File: src/rtl/hazard_control_unit_pkg.sv
// Shared definitions for the pipeline hazard controller: register-index width,
// the x0 constant, FSM state encoding and the pipeline control bundle.
package hazard_control_unit_pkg;

    localparam int unsigned RegIdxW  = 5;
    localparam int unsigned WaitCntW = 16;

    localparam logic [RegIdxW-1:0] RegX0 = '0;

    typedef enum logic [1:0] {
        StRun   = 2'd0,
        StWait  = 2'd1,
        StError = 2'd2
    } hcu_state_e;

    // Pipeline register enables and NOP-injection controls, in one bundle.
    typedef struct packed {
        logic pc_write;
        logic if_id_write;
        logic if_id_flush;
        logic id_ex_write;
        logic id_ex_flush;
        logic ex_mem_write;
        logic mem_wb_flush;
    } pipe_ctrl_t;

    // Normal flow: everything advances, nothing is squashed.
    function automatic pipe_ctrl_t ctrl_default();
        pipe_ctrl_t c;
        c.pc_write     = 1'b1;
        c.if_id_write  = 1'b1;
        c.if_id_flush  = 1'b0;
        c.id_ex_write  = 1'b1;
        c.id_ex_flush  = 1'b0;
        c.ex_mem_write = 1'b1;
        c.mem_wb_flush = 1'b0;
        return c;
    endfunction

    // Held in reset: nothing advances and every flushable stage loads a NOP.
    function automatic pipe_ctrl_t ctrl_reset();
        pipe_ctrl_t c;
        c.pc_write     = 1'b0;
        c.if_id_write  = 1'b0;
        c.if_id_flush  = 1'b1;
        c.id_ex_write  = 1'b0;
        c.id_ex_flush  = 1'b1;
        c.ex_mem_write = 1'b0;
        c.mem_wb_flush = 1'b1;
        return c;
    endfunction

    // Memory stall: front of the pipe holds, a bubble drains into WB.
    function automatic pipe_ctrl_t ctrl_freeze();
        pipe_ctrl_t c;
        c              = ctrl_default();
        c.pc_write     = 1'b0;
        c.if_id_write  = 1'b0;
        c.id_ex_write  = 1'b0;
        c.ex_mem_write = 1'b0;
        c.mem_wb_flush = 1'b1;
        return c;
    endfunction

endpackage

File: src/rtl/hazard_control_unit_sat_counter.sv
// Saturating up-counter: clears on reset, sticks at all-ones instead of wrapping.
module sat_counter #(
    parameter int unsigned W = 16
) (
    input  logic         clk,
    input  logic         reset,
    input  logic         inc,
    output logic [W-1:0] count
);

    logic at_max;

    assign at_max = &count;

    // Count qualified events, holding once the maximum is reached.
    always_ff @(posedge clk) begin
        if (reset) begin
            count <= '0;
        end else if (inc && !at_max) begin
            count <= count + 1'b1;
        end
    end

endmodule

File: src/rtl/hazard_control_unit.sv
// Decode-stage hazard controller: resolves memory wait, taken-branch and
// load-use hazards into PC / pipeline-register enables and flushes, watches
// data-memory wait length for a timeout and keeps saturating perf counters.
module hazard_control_unit
    import hazard_control_unit_pkg::*;
#(
    parameter int unsigned CNT_W       = 16,
    parameter int unsigned MEM_TIMEOUT = 255
) (
    input  logic               clk,
    input  logic               reset,
    input  logic [RegIdxW-1:0] IF_ID_RS1,
    input  logic [RegIdxW-1:0] IF_ID_RS2,
    input  logic [RegIdxW-1:0] ID_EX_Rd,
    input  logic               ID_EX_MemRead,
    input  logic               EX_Branch_Taken,
    input  logic               EX_MEM_MemRead,
    input  logic               EX_MEM_MemWrite,
    input  logic               dmem_ready,
    output logic               PCWrite,
    output logic               IF_ID_Write,
    output logic               IF_ID_Flush,
    output logic               ID_EX_Write,
    output logic               ID_EX_Flush,
    output logic               EX_MEM_Write,
    output logic               MEM_WB_Flush,
    output logic               mem_error,
    output logic [CNT_W-1:0]   perf_load_use,
    output logic [CNT_W-1:0]   perf_branch,
    output logic [CNT_W-1:0]   perf_mem_wait
);

    localparam logic [WaitCntW-1:0] TimeoutCnt = WaitCntW'(MEM_TIMEOUT);

    hcu_state_e          state;
    logic [WaitCntW-1:0] wait_cnt;
    logic [WaitCntW-1:0] wait_next;

    logic       mem_wait;
    logic       load_use;
    logic       freeze;
    logic       branch_cycle;
    logic       load_use_cycle;
    pipe_ctrl_t ctrl;

    assign mem_wait = (EX_MEM_MemRead | EX_MEM_MemWrite) & ~dmem_ready;

    assign load_use = ID_EX_MemRead && (ID_EX_Rd != RegX0) &&
                      ((ID_EX_Rd == IF_ID_RS1) || (ID_EX_Rd == IF_ID_RS2));

    // ERROR keeps the pipe frozen even once memory stops reporting a wait.
    assign freeze = mem_wait || (state == StError);

    assign wait_next = wait_cnt + 1'b1;

    // Prioritised control decode: reset, then freeze, then branch, then load-use.
    always_comb begin
        ctrl           = ctrl_default();
        branch_cycle   = 1'b0;
        load_use_cycle = 1'b0;
        if (reset) begin
            ctrl = ctrl_reset();
        end else if (freeze) begin
            ctrl = ctrl_freeze();
        end else if (EX_Branch_Taken) begin
            // Squashing IF/ID also kills any load-use consumer sitting in ID.
            ctrl.if_id_flush = 1'b1;
            ctrl.id_ex_flush = 1'b1;
            branch_cycle     = 1'b1;
        end else if (load_use) begin
            ctrl.pc_write    = 1'b0;
            ctrl.if_id_write = 1'b0;
            ctrl.id_ex_flush = 1'b1;
            load_use_cycle   = 1'b1;
        end
    end

    assign PCWrite      = ctrl.pc_write;
    assign IF_ID_Write  = ctrl.if_id_write;
    assign IF_ID_Flush  = ctrl.if_id_flush;
    assign ID_EX_Write  = ctrl.id_ex_write;
    assign ID_EX_Flush  = ctrl.id_ex_flush;
    assign EX_MEM_Write = ctrl.ex_mem_write;
    assign MEM_WB_Flush = ctrl.mem_wb_flush;

    // Memory-wait tracker: counts consecutive wait cycles, latches ERROR on timeout.
    always_ff @(posedge clk) begin
        if (reset) begin
            state     <= StRun;
            wait_cnt  <= '0;
            mem_error <= 1'b0;
        end else begin
            unique case (state)
                StRun: begin
                    if (mem_wait) begin
                        // wait_cnt is zero in RUN, so wait_next is 1 here.
                        wait_cnt <= wait_next;
                        if (wait_next == TimeoutCnt) begin
                            state     <= StError;
                            mem_error <= 1'b1;
                        end else begin
                            state <= StWait;
                        end
                    end
                end
                StWait: begin
                    if (mem_wait) begin
                        wait_cnt <= wait_next;
                        if (wait_next == TimeoutCnt) begin
                            state     <= StError;
                            mem_error <= 1'b1;
                        end
                    end else begin
                        state    <= StRun;
                        wait_cnt <= '0;
                    end
                end
                StError: begin
                    mem_error <= 1'b1;
                end
                default: begin
                    state     <= StRun;
                    wait_cnt  <= '0;
                    mem_error <= 1'b0;
                end
            endcase
        end
    end

    sat_counter #(
        .W(CNT_W)
    ) u_cnt_load_use (
        .clk  (clk),
        .reset(reset),
        .inc  (load_use_cycle),
        .count(perf_load_use)
    );

    sat_counter #(
        .W(CNT_W)
    ) u_cnt_branch (
        .clk  (clk),
        .reset(reset),
        .inc  (branch_cycle),
        .count(perf_branch)
    );

    // Every wait cycle is counted, including those that occur while in ERROR.
    sat_counter #(
        .W(CNT_W)
    ) u_cnt_mem_wait (
        .clk  (clk),
        .reset(reset),
        .inc  (mem_wait & ~reset),
        .count(perf_mem_wait)
    );

endmodule

File: config.mk
export PLATFORM = sky130hd
export DESIGN_NAME = hazard_control_unit
export DESIGN_NICKNAME = d
export VERILOG_FILES = /design/src/rtl/hazard_control_unit_pkg.sv /design/src/rtl/hazard_control_unit_sat_counter.sv /design/src/rtl/hazard_control_unit.sv
export SDC_FILE = /design/constraint.sdc
export NUM_CORES = 1
export LEC_CHECK = 0
export CAP_MARGIN = 20
export CORE_MARGIN = 3
export CORE_UTILIZATION = 55
export CTS_BUF_LIST = sky130_fd_sc_hd__clkbuf_16
export CTS_CLUSTER_SIZE = 12
export DETAILED_ROUTE_END_ITERATION = 16
export PLACE_DENSITY = 0.95
export SETUP_SLACK_MARGIN = 0.2
export SYNTH_ARGS = -nofsm -noshare
export SYNTH_HDL_FRONTEND = slang
export SYNTH_SLANG_ARGS = --single-unit
File: constraint.sdc
create_clock -name clk -period 4.5 [get_ports clk]
set_input_delay 0.9 -clock clk [delete_from_list [all_inputs] [get_ports clk]]
set_output_delay 0.9 -clock clk [all_outputs]
set_load 0.02 [all_outputs]
After elaboration in Yosys (flattened, before gate mapping). Index checks and enable logic that the tools add are counted.

Output and inout port bits: 56. Flip-flop bits (word level): 67.

$add $sub $neg: 4. Bitwise operators: 6. Mux-type cells: 26. Reductions and logical operators: 19. Equality and inequality tests: 9.

Operators with widths (number): $add A16 B1 Y16 const B (4); $pmux W16 S3 (1); $reduce_and A16 Y1 (3); $mux W16 (2); $eq A16 B8 Y1 const B (1); $mux W2 (7); $mux W1 (12); $eq A5 B5 Y1 (2); $mux W7 (1); $pmux W2 S3 (1); $logic_and A1 B1 Y1 (5); $reduce_bool A5 Y1 (1); $ne A2 B1 Y1 const B (2); $reduce_and A2 Y1 (2); $logic_not A1 Y1 (3); $mux W3 (1); $ne A3 B3 Y1 const B (1); $not A1 Y1 (3); $reduce_and A3 Y1 (1); $and A1 B1 Y1 (2); $eq A2 B1 Y1 const B (1); $eq A2 B2 Y1 const B (1); $logic_not A2 Y1 (1); $logic_or A1 B1 Y1 (2); 4 further kinds (4).

Logic depth before layout (Yosys ltp).
Depth in word-level cells: 8. Depth in mapped cells: 8. Mapped depth without buffers: 7.

Modules after synthesis. A second synthesis with hierarchy kept.

Cells, all modules: 468. Area total of the unflattened synthesis: 3860.0 um^2.

Modules (own cells, without submodules): sat_counter (area each 833.3 um^2, instances 3, cells an instance 96); hazard_control_unit (area each 1360.1 um^2, instances 1, cells an instance 180).

Worst setup path before layout. No wires, ideal clock.

Path kind: input to output. From: input port ID_EX_Rd[1]. To: output port PCWrite. Slack: 1.245 ns. Data required time: 3.600 ns. Arrival: 2.355 ns. Path buffers: 1. Cell stages on the path: 6. Cell sequence: or4_1 > o21ai_1 > nand2b_1 > nor2_1 > nor2_1 > buf_4.

Word-level cells in the longest chain between the ends: 7.

Ends and longest elaborated chain: from (decl) (line hazard_control_unit.sv:14) `input logic [RegIdxW-1:0] ID_EX_Rd,`; $eq A5 B5 Y1 or $reduce_bool A5 Y1 (tied branches) (line hazard_control_unit.sv:49, hazard_control_unit.sv:48); $logic_or A1 B1 Y1 or $logic_and A1 B1 Y1 (tied branches) (line hazard_control_unit.sv:49, hazard_control_unit.sv:48); $logic_and A1 B1 Y1 (*) (line hazard_control_unit.sv:48) `assign load_use = ID_EX_MemRead && (ID_EX_Rd != RegX0) &&`; $mux W2 (*) (line hazard_control_unit.sv:70) `end else if (load_use) begin`; $mux W2 (*) (line hazard_control_unit.sv:65) `end else if (EX_Branch_Taken) begin`; $mux W3 (*) (line hazard_control_unit.sv:63) `end else if (freeze) begin`; $mux W7 (*) (line hazard_control_unit.sv:61) `if (reset) begin`; to (decl) (line hazard_control_unit.sv:20) `output logic PCWrite,`.

Mark *: on every way between the ends. The rest lies on a longest branch, timed or not.

Final worst setup path.
From: input port ID_EX_Rd[1]. To: output port IF_ID_Write.

Word-level cells in the longest chain between the ends: 7.

Ends and longest elaborated chain: $eq A5 B5 Y1 or $reduce_bool A5 Y1 (tied branches) (line hazard_control_unit.sv:49, hazard_control_unit.sv:48); $logic_or A1 B1 Y1 or $logic_and A1 B1 Y1 (tied branches) (line hazard_control_unit.sv:49, hazard_control_unit.sv:48); $logic_and A1 B1 Y1 (*) (line hazard_control_unit.sv:48); $mux W2 (*) (line hazard_control_unit.sv:70); $mux W2 (*) (line hazard_control_unit.sv:65); $mux W3 (*) (line hazard_control_unit.sv:63); $mux W7 (*) (line hazard_control_unit.sv:61); to (decl) (line hazard_control_unit.sv:21) `output logic IF_ID_Write,`.

Marks and branches as above.

==> impl_metrics.ini <==
[outcome]
outcome = finished clean

[run]
drv_cap = 0

[sta]
slew_headroom = 0.3927
finalClockSkew_ns = 0.006546
rsz_0062_raised_after_global_routing = no
final_layout_setup_total_negative_slack_ns = 0
fin_crit_ns = 4.115
final_hold_vios = 0
report.final.slew_viol_count = 0
setup_viol = 0
worst_hold_slack_ns = 0.5087
min_period_over_period = 0.9144
fmaxAchievable_mhz = 243.0
timing_worst_slew_pin_value_ns = 0.9026

[clocking]
cts_root_buf = sky130_fd_sc_hd__clkbuf_16
cts_num_sinks = 67
clock_tree_from_tritoncts = yes
cts_bufs_inserted = 9
cts.hold.buffers_added = 0
cts_max_level = 3
cts_buffer_depth = 2
insertion_delay_ns = 0.33
cts_setup_buffers = 0
cts_resized = 0
path_clk_slew_ns = 0.06

[global_route]
global_route.usage.met1 = 0.3278
grt_first_pass_wirelength_um = 16180
number_of_global_route_vias_before_repair = 3408
grt_antenna_before_repair = 0
grt_max_degree = 72
global_route.usage.met2 = 0.4520
grt_most_used_layer = met2
groute.usage.overall = 0.2705
use_met3 = 0.05187
globalRoute.totalOverflow = 0

[route]
drc_errors = 0
routed_wire_length_per_instance_um = 17.26
firstDrtPassIters = 7
postRouteAntennaNets = 0
via_count = 3617
postRouteWirelength_um = 10050
vias_per_cell = 6.215
first_iter_violations = 302

[worst_setup_path]
cpMaxStageDelayCell = sky130_fd_sc_hd__clkdlybuf4s50_1
worst_path_class_setup = primary input to output port
crit_path_max_incr_delay_ns = 0.62
worst_setup_path_start_kind = primary input
ff2ff_path_depth = 7
cp.arrival_ns = 3.21
worstReg2RegStart = wait_cnt[0]
timing.critical_path.to_type = output port
worstPathMaxFanout = 3
worst_ep_required_time_ns = 3.60
dominant_delay_contributor_by_cell_family_on_the_critical_path = buffers and inverters
worst-r2r-setup-slack_ns = 2.05
timing.rr.end = mem_error
timing.critical_path.buf_inv = 2
crit_path_cell_trace = clkdlybuf4s50_1 -> or4_1 -> o21ai_1 -> nand2b_1 -> nor2_1 -> nor2_1 -> clkdlybuf4s50_1

[power_and_ir_drop]
p_per_area_nw_per_um2 = 328.5
power.share.sequential = 0.396
max-vdd-ir-drop_mv = 0.2868
static-leakage-power_nw = 1.568
power_switching_mw = 0.3370
comb_power_share = 0.071
power.share.switching = 0.2212
totalPowerFinal_mw = 1.523
cellInternalPower_mw = 1.187
clockPowerShare = 0.532

[die]
die_area_sq_um = 7388
core-area_sq_um = 6061
die-height_um = 85.96
die-width_um = 85.96
start_util = 0.5801
placement_rows = 28
boundaryPins = 78

[synthesis]
synth_cell_types = 48
yosys_warnings = 0
netlist_top_cells_area = sky130_fd_sc_hd__dfxtp_1, sky130_fd_sc_hd__xnor2_1, sky130_fd_sc_hd__nor2_1
syn-cell-area_sq_um = 3516
synthesis.instances = 434
yosys_most_used_dff = sky130_fd_sc_hd__dfxtp_1
leading_area_contributor_after_synthesis = sky130_fd_sc_hd__dfxtp_1
synth.ff_latch_count = 67
synth.most_common_cell = sky130_fd_sc_hd__dfxtp_1
synth_async_sr_flop_share = 0
synth.cells.most_frequent = sky130_fd_sc_hd__dfxtp_1, sky130_fd_sc_hd__nor2_1, sky130_fd_sc_hd__a21oi_1
mappedNetlistNets = 461
synth_top_cell_area_share = 0.3815
part_of_the_yosys_area_used_for_sequential_elements = 0.3815
number_of_enable_flip_flop_cells_after_synthesis = 0
syn_avg_cell_area_sq_um = 8.101

[final_layout]
drive_above_1_share = 0.05128
fin_nets = 529
antenna-diode-count = 0
final_cell_area_sq_um = 4638
area.growth.synth_to_final_pct = 31.92

[worst_hold_path]
min-delay-start = u_cnt_load_use.count[9]
hold_path_depth = 2
min_delay_path_class = register to register
min_delay_worst_endpoint = u_cnt_load_use.count[9]

[place]
post-dp-hpwl_um = 6403
port_buffers = 77
gp_routability_congestion = 0.8708
place_area_sq_um = 4289
-- cell families (layout without fill, tap and decap cells) --
| logic type | count (synthesis) | count (layout) | share of synthesized area |
|---|---|---|---|
| buffers and inverters | 32 | 105 | 0.03736 |
| XOR/XNOR | 45 | 45 | 0.1121 |
| flip-flops | 67 | 67 | 0.3815 |
| multiplexers | 2 | 2 | 0.005694 |
| AND/OR/NAND/NOR | 199 | 199 | 0.3028 |
| adder cells (fa/ha/maj) | 5 | 5 | 0.01779 |
| AO/OA/AOI/OAI | 84 | 84 | 0.1427 |
-- metal layers --
metal | part of all wire | vias up
met5 | 0 | -
met4 | 0.039 | 0
met3 | 0.067 | 39
met2 | 0.50 | 171
met1 | 0.40 | 1712
li1 | - | 1695
-- metrics by stage --
| stage | utilization | worst slack (ns) | cells |
|---|---|---|---|
| after CTS | 0.7640 | 0.3867 | 581 |
| after detailed placement | 0.7077 | 0.4133 | 565 |
| after floorplan | - | 1.245 | 434 |
| after global placement | 0.7077 | 0.4803 | 565 |
| final | 0.7653 | 0.3854 | 582 |
| after global routing | 0.7653 | 0.2666 | 582 |
-- sequential cells by signal, summed over array words and instances (netlist names) --
name / count
mem_error: 1
state: 2
wait_cnt: 16
u_cnt_load_use.count: 16
u_cnt_mem_wait.count: 16
u_cnt_branch.count: 16
-- power by group through the flow --
stage / clock network, mW / logic, mW / registers, mW
floorplan: 0 / 0.0568 / 0.619
global placement: 0 / 0.103 / 0.616
detailed placement: 0 / 0.105 / 0.617
CTS: 0.810 / 0.108 / 0.604
global route: 0.837 / 0.117 / 0.604
finish: 0.811 / 0.109 / 0.604
-- worst max-delay path by stage --
stage / end / depth (start not counted) / slack, ns / start
after global routing: IF_ID_Write / 7 / 0.27 / ID_EX_Rd[1]
final: IF_ID_Write / 7 / 0.39 / ID_EX_Rd[1]
after global placement: PCWrite / 7 / 0.48 / ID_EX_Rd[1]
after CTS: IF_ID_Write / 7 / 0.39 / ID_EX_Rd[1]
after floorplan: PCWrite / 6 / 1.25 / ID_EX_Rd[1]
after detailed placement: IF_ID_Write / 7 / 0.41 / ID_EX_Rd[1]
-- worst register-to-register path: stages (launching register included) --
cell and delay [ns]:
sky130_fd_sc_hd__dfxtp_1 0.40, sky130_fd_sc_hd__ha_1 0.31, sky130_fd_sc_hd__nand4_1 0.21, sky130_fd_sc_hd__nor4_1 0.82
sky130_fd_sc_hd__a211o_1 0.23, sky130_fd_sc_hd__a22oi_1 0.10, sky130_fd_sc_hd__nand4_1 0.13, sky130_fd_sc_hd__o21ai_0 0.10
-- cell type report --
| cell class | count | area, sq um |
|---|---|---|
| Timing Repair Buffer | 79 | 780.7 |
| Inverter | 10 | 37.54 |
| Clock buffer | 9 | 225.2 |
| Clock inverter | 7 | 116.4 |
| Sequential cell | 67 | 1341 |
| Multi-Input combinational cell | 335 | 2043 |
| Fill cell | 353 | 1423 |
| Tap cell | 75 | 93.84 |
-- placed cells by master, fill, tap and decap left out, types with 3 or more instances in the layout --
cell / count
sky130_fd_sc_hd__a211oi_1: 4
sky130_fd_sc_hd__a21oi_1: 31
sky130_fd_sc_hd__a311oi_1: 4
sky130_fd_sc_hd__a31oi_1: 5
sky130_fd_sc_hd__and3_1: 15
sky130_fd_sc_hd__and4_1: 4
sky130_fd_sc_hd__bufinv_16: 3
sky130_fd_sc_hd__clkbuf_16: 9
sky130_fd_sc_hd__clkdlybuf4s50_1: 76
sky130_fd_sc_hd__dfxtp_1: 67
sky130_fd_sc_hd__ha_1: 5
sky130_fd_sc_hd__inv_1: 10
sky130_fd_sc_hd__nand2_1: 24
sky130_fd_sc_hd__nand2b_1: 4
sky130_fd_sc_hd__nand3_1: 29
sky130_fd_sc_hd__nand4_1: 15
sky130_fd_sc_hd__nand4b_1: 3
sky130_fd_sc_hd__nor2_1: 57
sky130_fd_sc_hd__nor3_1: 9
sky130_fd_sc_hd__nor4_1: 6
sky130_fd_sc_hd__o21ai_0: 17
sky130_fd_sc_hd__o21ai_1: 9
sky130_fd_sc_hd__o31ai_1: 4
sky130_fd_sc_hd__or3_1: 17
sky130_fd_sc_hd__or4_1: 3
sky130_fd_sc_hd__xnor2_1: 30
sky130_fd_sc_hd__xor2_1: 15
No activity file was read; power rests on OpenSTA's default activity.
==> patch, RTL diff (same flow settings) <==
Re-encode `hcu_state_e` (3 states) as one-hot, 3 bits wide.
--- a/src/rtl/hazard_control_unit_pkg.sv
+++ b/src/rtl/hazard_control_unit_pkg.sv
@@ -7,10 +7,10 @@
 
     localparam logic [RegIdxW-1:0] RegX0 = '0;
 
-    typedef enum logic [1:0] {
-        StRun   = 2'd0,
-        StWait  = 2'd1,
-        StError = 2'd2
+    typedef enum logic [2:0] {
+        StRun   = 3'b001,
+        StWait  = 3'b010,
+        StError = 3'b100
     } hcu_state_e;
 
     // Pipeline register enables and NOP-injection controls, in one bundle.
Formal check against the unedited RTL: no difference found for any inputs over 10 cycles, from zero or initial values and one cycle with reset high; not proved beyond that.
==> patch against the unedited design <==
- hold slack gained 0.011 ns
- sequential cell count grew 1
- register-to-register slack lost 0.39 ns
- combinational power grew 18%
- clock skew is essentially flat
- sequential share of layout area shrank 0.87 points
- worst setup slack gained 0.081 ns
- cell area grew 4.6%
- area after synthesis grew 7.8%
- routed wire length shrank 0.18%
- power shrank 4.9%
- count of clock-buffer cells in the layout is the same
- die area grew 7.2%
==> patch: results (changes against the unedited design) <==
- Pre-CTS setup slack: 0.5338 ns (was 0.4133 ns)
- Outcome: complete, no violations (unchanged)
- Synthesized Nets: 494 (was 461)
- Reg2reg path depth: 6 (was 7)
- Reg2reg end: u_cnt_load_use.count[11] (was mem_error)
- Area after DPL: 0.004562 mm² (was 0.004289 mm²)
- Via/cell ratio: 6.060 (was 6.215)
- Tmin final: 4.034 ns (was 4.115 ns)
- R2R setup slack: 1.66 ns (was 2.05 ns)
- Drt wl/cell: 16.31 µm (was 17.26 µm)
- Crit path from: ID_EX_Rd[2] (was ID_EX_Rd[1])
- GRT Total Usage: 0.2637 (was 0.2705)
- Area contributors post-synth: dfxtp_1, nor2_1, xnor2_1 (was dfxtp_1, xnor2_1, nor2_1)
- Final Instance Area: 0.004853 mm² (was 0.004638 mm²)
- DRT Pass-1 Iters: 5 (was 7)
- Sink of the worst hold path: wait_cnt[6] (was u_cnt_load_use.count[9])
- Synth cell count leaders: nor2_1, dfxtp_1, nand3_1 (was dfxtp_1, nor2_1, a21oi_1)
- Vias: 3,727 (was 3,617)
- Leakage: 0.001656 µW (was 0.001568 µW)
- Hold_ws: 0.5193 ns (was 0.5087 ns)
- Sequential share of the synthesized area: 0.3593 (was 0.3815)
- First-pass GRT wire length: 16,590 µm (was 16,180 µm)
- Hold_sp: wait_cnt[6] (was u_cnt_load_use.count[9])
- Setup crit end: PCWrite (was IF_ID_Write)
- Fillers: 438 (was 353)
- Netlist cell types: 58 (was 48)
- Worst slew margin: 0.3575 (was 0.3927)
- Dpl hpwl: 6741 µm (was 6403 µm)
- Vias in the first global route: 3,608 (was 3,408)
- WP data arrival: 3.13 ns (was 3.21 ns)
[patch: cell families (layout without fill, tap and decap cells)]
group,Yosys count,in the layout,share of synthesized area
adders and majority gates,6,6,0.01981
and+or+nand+nor,221,221,0.3220
AOI/OAI and AO/OA,77,77,0.1238
muxes,11,11,0.03171
buffers and inverters,41,113,0.04623
DFF,68,68,0.3593
xor gates and xnor gates,42,42,0.09710
[patch: area by class of cell]
class                      count  share of cell area
clock buffer                   9             0.04640
timing repair buffer          80              0.1624
tap                           77             0.01985
clock inverter                 7             0.01366
multi-input combinational    357              0.4640
inverter                      17             0.01315
sequential                    68              0.2805
[patch: layer usage]
layer / vias up / GRT usage / wire (µm)
met4: 0 / 0.09743 / 215
met2: 120 / 0.4548 / 5090
met1: 1799 / 0.3220 / 4189
li1: 1788 / - / -
met5: - / 0 / 0
met3: 20 / 0.05899 / 532
[patch: power by group]
part	switching [µW]	internal [µW]	leakage, µW
clock network	276	427	0.000145
registers	9.54	608	0.000549
logic	73.6	55.4	0.000962
total	359	1090	0.00166
